$ cat src/rtl/instruction_fetch_unit_if.sv
// instruction_fetch_unit_if: memory read port, redirect request and fetched-word stream of the fetch unit.
interface instruction_fetch_unit_if;
    logic [31:0] read_address;
    logic [31:0] instruction_in;
    logic        redirect_valid;
    logic [31:0] redirect_target;
    logic        out_valid;
    logic        out_ready;
    logic [31:0] out_instruction;
    logic [31:0] out_pc;
    logic        fault;
    modport master (
        output read_address, out_valid, out_instruction, out_pc, fault,
        input  instruction_in, redirect_valid, redirect_target, out_ready
    );
    modport slave (
        input  read_address, out_valid, out_instruction, out_pc, fault,
        output instruction_in, redirect_valid, redirect_target, out_ready
    );
endinterface

$ cat src/rtl/instruction_fetch_unit.sv
// instruction_fetch_unit: sequential PC fetch with one-deep output register, wrap, and redirect flush.
// Define IMEM_MISALIGN_TRAP_EN to trap misaligned redirect targets into a sticky FAULT state.
module instruction_fetch_unit #(
    parameter logic [31:0] RESET_PC = 32'h0000_0000,
    parameter logic [31:0] PC_LIMIT = 32'd64
) (
    input logic clk,
    input logic reset,
    instruction_fetch_unit_if.master bus
);
    typedef enum logic [1:0] {BOOT, FETCH, FAULT} state_t;
    state_t state;
    logic [31:0] pc, pc_inc, next_pc, target, redirect_pc, out_instruction, out_pc;
    logic out_valid, fault, free, misaligned;
    assign pc_inc = pc + 32'd4;
    assign next_pc = pc_inc >= PC_LIMIT ? RESET_PC : pc_inc;
    assign target = {bus.redirect_target[31:2], 2'b00};
    assign redirect_pc = target >= PC_LIMIT ? RESET_PC : target;
`ifdef IMEM_MISALIGN_TRAP_EN
    assign misaligned = |bus.redirect_target[1:0];
`else
    assign misaligned = 1'b0;
`endif
    assign free = !out_valid || bus.out_ready;
    assign bus.read_address = pc;
    assign bus.out_valid = out_valid;
    assign bus.out_instruction = out_instruction;
    assign bus.out_pc = out_pc;
    assign bus.fault = fault;
    // A redirect overrides both capture and stall; any handshake on that edge has already consumed the word.
    always_ff @(posedge clk or posedge reset) begin
        if (reset) begin
            state <= BOOT;
            pc <= RESET_PC;
            out_valid <= 1'b0;
            out_instruction <= 32'h0;
            out_pc <= 32'h0;
            fault <= 1'b0;
        end else begin
            case (state)
                BOOT: state <= FETCH;
                FETCH: begin
                    if (bus.redirect_valid) begin
                        out_valid <= 1'b0;
                        if (misaligned) begin
                            state <= FAULT;
                            fault <= 1'b1;
                        end else begin
                            pc <= redirect_pc;
                        end
                    end else if (free) begin
                        out_instruction <= bus.instruction_in;
                        out_pc <= pc;
                        out_valid <= 1'b1;
                        pc <= next_pc;
                    end
                end
                default: state <= FAULT;
            endcase
        end
    end
endmodule

$ cat src/flat_wrapper.sv
// flat-port wrapper written by rule: the top's interface ports become plain ports
module instruction_fetch_unit_flat 
#(
    parameter logic [31:0] RESET_PC = 32'h0000_0000,
    parameter logic [31:0] PC_LIMIT = 32'd64
)
  (clk, reset, bus_read_address, bus_out_valid, bus_out_instruction, bus_out_pc, bus_fault, bus_instruction_in, bus_redirect_valid, bus_redirect_target, bus_out_ready);
  instruction_fetch_unit_if bus_i ();
  input logic clk;
  input logic reset;
  output wire logic [$bits(bus_i.read_address)-1:0] bus_read_address;
  output wire logic [$bits(bus_i.out_valid)-1:0] bus_out_valid;
  output wire logic [$bits(bus_i.out_instruction)-1:0] bus_out_instruction;
  output wire logic [$bits(bus_i.out_pc)-1:0] bus_out_pc;
  output wire logic [$bits(bus_i.fault)-1:0] bus_fault;
  input wire logic [$bits(bus_i.instruction_in)-1:0] bus_instruction_in;
  input wire logic [$bits(bus_i.redirect_valid)-1:0] bus_redirect_valid;
  input wire logic [$bits(bus_i.redirect_target)-1:0] bus_redirect_target;
  input wire logic [$bits(bus_i.out_ready)-1:0] bus_out_ready;
  assign bus_read_address = bus_i.read_address;
  assign bus_out_valid = bus_i.out_valid;
  assign bus_out_instruction = bus_i.out_instruction;
  assign bus_out_pc = bus_i.out_pc;
  assign bus_fault = bus_i.fault;
  assign bus_i.instruction_in = bus_instruction_in;
  assign bus_i.redirect_valid = bus_redirect_valid;
  assign bus_i.redirect_target = bus_redirect_target;
  assign bus_i.out_ready = bus_out_ready;
  instruction_fetch_unit #(.RESET_PC(RESET_PC), .PC_LIMIT(PC_LIMIT)) u_core (.clk(clk), .reset(reset), .bus(bus_i));
endmodule
$ cat config.mk
export PLATFORM = sky130hd
export DESIGN_NAME = instruction_fetch_unit_flat
export DESIGN_NICKNAME = d
export VERILOG_FILES = /design/src/rtl/instruction_fetch_unit_if.sv /design/src/rtl/instruction_fetch_unit.sv /design/src/flat_wrapper.sv
export SDC_FILE = /design/constraint.sdc
export NUM_CORES = 1
export LEC_CHECK = 0
export ABC_AREA = 1
export BUFFER_PORTS_ARGS = -buffer_cell sky130_fd_sc_hd__buf_4
export CAP_MARGIN = 0
export CORE_ASPECT_RATIO = 2
export CORE_MARGIN = 1.5
export CORE_UTILIZATION = 53
export CTS_BUF_LIST = sky130_fd_sc_hd__clkbuf_16
export CTS_CLUSTER_SIZE = 25
export DETAILED_ROUTE_END_ITERATION = 6
export GPL_TIMING_DRIVEN = 0
export HOLD_SLACK_MARGIN = 0.06
export PLACE_DENSITY_LB_ADDON = 0.3
export SYNTH_ARGS = -nofsm -noshare
export SYNTH_HDL_FRONTEND = slang
export SYNTH_SLANG_ARGS = --single-unit
export TNS_END_PERCENT = 50
$ cat constraint.sdc
create_clock -name clk -period 8.2 [get_ports clk]
set_input_delay 0.41 -clock clk [delete_from_list [all_inputs] [get_ports clk]]
set_output_delay 0.41 -clock clk [all_outputs]
set_load 0.02 [all_outputs]
==> impl_metrics.tcl <==
set metrics [dict create \
    drtIter0Drc 199 \
    fin_crit_sh 0.2860 \
    postRouteAntennaNets 0 \
    crit_required_ns 8.46 \
    diodes 0 \
    core_region_area_um2 8292 \
    timing.setup.tns_ns 0 \
    tightest_slew_ns 0.6091 \
    cts_made_buffers 9 \
    combPwrFrac 0.164 \
    insertion_delay_ns 0.34 \
    clockPowerShare 0.356 \
    cts-root-buf "clkbuf_16" \
    cp_slowest_cell "dfrtp_1" \
    yosysTopAreaCell "dfrtp_1" \
    met3_usage 0.04476 \
    peakVddDrop_mv 0.1550 \
    crit_type "reg -> reg" \
    drv_slew 0 \
    globalRouteOverflowTotal 0 \
    clk_path_buf_depth 2 \
    cts_hold_buffers 0 \
    grt_pass1_vias 4347 \
    relSlewSlack 0.5939 \
    antenna_found_initial 0 \
    post_drt_wl_per_cell_um 15.91 \
    switching_power_mw 0.2870 \
    area_growth_pct 35.91 \
    track_usage 0.2998 \
    htree_num_levels 3 \
    start_util 0.5441 \
    die_area_um2 9109 \
    die_w_um 68.24 \
    grt_max_degree 52 \
    r2r-start "u_core.bus.read_address[3]" \
    cp-end-kind "register" \
    p_per_area_nw_per_um2 174.6 \
    synth_area_um2 4512 \
    critPathMaxStageDelay_ns 0.47 \
    crit_path_start_kind "register" \
    use_met2 0.5766 \
    routabilityCongestion 0.9207 \
    detail_route.wirelength_mm 12.79 \
    crit_chain "ha_1, nand3_1, nor2_2, nand2_1, nand2_1, nand3_1, nor2_1, nand3_1, nor2_1, nand4_1, a21oi_1" \
    gr-usage-met1 0.2996 \
    finalHoldViolCount 0 \
    port_buffers 157 \
    drc 0 \
    cp_max_fo 6 \
    num_io_pins 166 \
    outcome "finished, final reports clean" \
    synthCells 528 \
    syn_area_per_cell_um2 8.545 \
    ctsResizeCount 0 \
    grt_pass1_wl_mm 20.38 \
    layout-drive-gt1-share 0.3343 \
    vias_per_cell 5.216 \
    ys_warn_count 0 \
    synthDistinctLibCells 25 \
    cts_tree "yes" \
    max_clock_freq_mhz 426.4 \
    netlist_top_cells_area "dfrtp_1, nand2_1, mux2_2, nor2_1, o21ai_0" \
    nets 770 \
    arrival_ns 2.61 \
    clock_skew_ns 0.008422 \
    path_buf_inv 0 \
    dr.pass1.iters 5 \
    switching_share 0.2681 \
    p_int_mw 0.7836 \
    min_period_ns 2.345 \
    synth_seq_cells 95 \
    p_seq_frac 0.480 \
    clk_pin_slew_ns 0.07 \
    ff2ff_setup_slack_ns 5.85 \
    crit_top_cell "nand3_1" \
    finalSetupViolations 0 \
    busiest_layer "met2" \
    finalNonFillerCells 804 \
    die_height_um 133.5 \
    hold_class "in -> async" \
    row_count 47 \
    cts_setup_buffers 0 \
    rsz0062_at_grt "false" \
    cap_violations 0 \
    dp.cells 788 \
    critical-path-top-delay-family "simple AND/OR/NAND/NOR gates" \
    clock-sinks 95 \
    synth_top_cell_area_share 0.5269 \
    hpwl_mm 10.34 \
    timing.rr.end "u_core.bus.read_address[5]" \
    vias 4194 \
    leakage_nw 2.930 \
    reg2reg_depth 11 \
    yosysSeqAreaShare 0.5269 \
]
==> Yosys cell counts <==
cell type  count
inv_1         40
nor2_4         3
nor3_1         1
buf_2          5
nand3_2        1
nor2_8         1
a21oi_1        8
nand4_1        7
mux2_2        32
ha_1           1
nand2_2        5
and2_1         1
buf_4          7
clkbuf_1       8
nor4_1         6
conb_1         1
dfrtp_1       95
nor2_2         7
nor2_1        87
inv_2          1
mux2_1         1
nand3_1       24
o21ai_0       37
nand2_1      148
o311ai_4       1
==> power by group through the flow <==
stage / Sequential [mW] / Clock (mW) / Combinational (mW)
final: 0.514 / 0.381 / 0.175
after global routing: 0.518 / 0.405 / 0.190
after CTS: 0.514 / 0.385 / 0.178
after detailed placement: 0.523 / 0 / 0.177
after global placement: 0.521 / 0 / 0.171
after floorplan: 0.553 / 0 / 0.0590
==> worst max-delay path by stage <==
stage | startpoint | end | slack (ns) | cells after the start
3_3_place_gp | reset | u_core.bus.out_pc[3] | 4.43 | 2
4_1_cts | u_core.bus.read_address[3] | u_core.bus.read_address[5] | 5.85 | 13
2_1_floorplan | reset | u_core.bus.out_instruction[0] | 5.31 | 1
3_5_place_dp | u_core.bus.read_address[3] | u_core.bus.read_address[5] | 5.91 | 13
5_1_grt | u_core.bus.read_address[3] | u_core.bus.read_address[5] | 5.69 | 11
6_report | u_core.bus.read_address[3] | u_core.bus.read_address[5] | 5.85 | 11
==> area by class of cell <==
class / count / area, µm²
clock buffers: 9 / 225.2
repair buffers: 158 / 1206
clock inverters: 7 / 48.80
inverters: 41 / 156.4
fillers: 639 / 2160
multi-input cells: 376 / 1888
well taps: 98 / 122.6
flip-flops and latches: 95 / 2377
plain buffers: 20 / 107.6
==> flip-flops by register name, indices dropped and copies added, names as in the netlist <==
signal                      count
u_core.bus.out_instruction     32
u_core.bus.out_pc              30
u_core.bus.out_valid            1
u_core.bus.read_address        30
u_core.state                    2
==> cells in the final DEF (no fill, tap or decap), types with 6 or more instances in the layout <==
master	instances
nor2_1	87
buf_4	164
a21oi_1	8
clkbuf_1	8
clkbuf_16	9
o21ai_0	37
nand4_1	7
nand2_1	148
inv_1	39
mux2_2	32
nor4_1	6
dfrtp_1	95
nor2_2	7
nand3_1	24
==> logic make-up (layout without fill, tap and decap cells) <==
| group | after synthesis | in the layout | share of synthesized area |
|---|---|---|---|
| AO/OA/AOI/OAI | 46 | 46 | 0.05574 |
| adder cells (fa/ha/maj) | 1 | 1 | 0.002773 |
| buffers and inverters | 61 | 235 | 0.05796 |
| other | 1 | 5 | 0.0008311 |
| AND/OR/NAND/NOR | 291 | 291 | 0.2734 |
| flip-flops | 95 | 95 | 0.5269 |
| multiplexers | 33 | 33 | 0.08236 |
==> worst register-to-register path, cell delays in order, from the launching register on <==
cell	delay (ns)
dfrtp_1	0.47
ha_1	0.26
nand3_1	0.20
nor2_2	0.25
nand2_1	0.08
nand2_1	0.09
nand3_1	0.08
nor2_1	0.16
nand3_1	0.11
nor2_1	0.28
nand4_1	0.15
a21oi_1	0.15
==> per-stage QoR <==
step                area (µm²)  hold slack [ns]    util  setup WS, ns  total power, mW
floorplan                 4527           0.4290       -         5.313           0.6120
global placement          5828           0.4405  0.7029         4.430           0.6924
detailed placement        5858           0.4517  0.7065         5.905           0.7002
CTS                       6132           0.1470  0.7396         5.851            1.077
global route              6132           0.1862  0.7396         5.692            1.112
finish                    6132           0.1304  0.7396         5.855            1.071
==> metal layers <==
metal	vias to the layer above	share of wire
met4	0	0.023
met1	2013	0.34
met3	22	0.047
met2	133	0.59
li1	2026	-
met5	-	0
(Power assumes the default switching activity.)
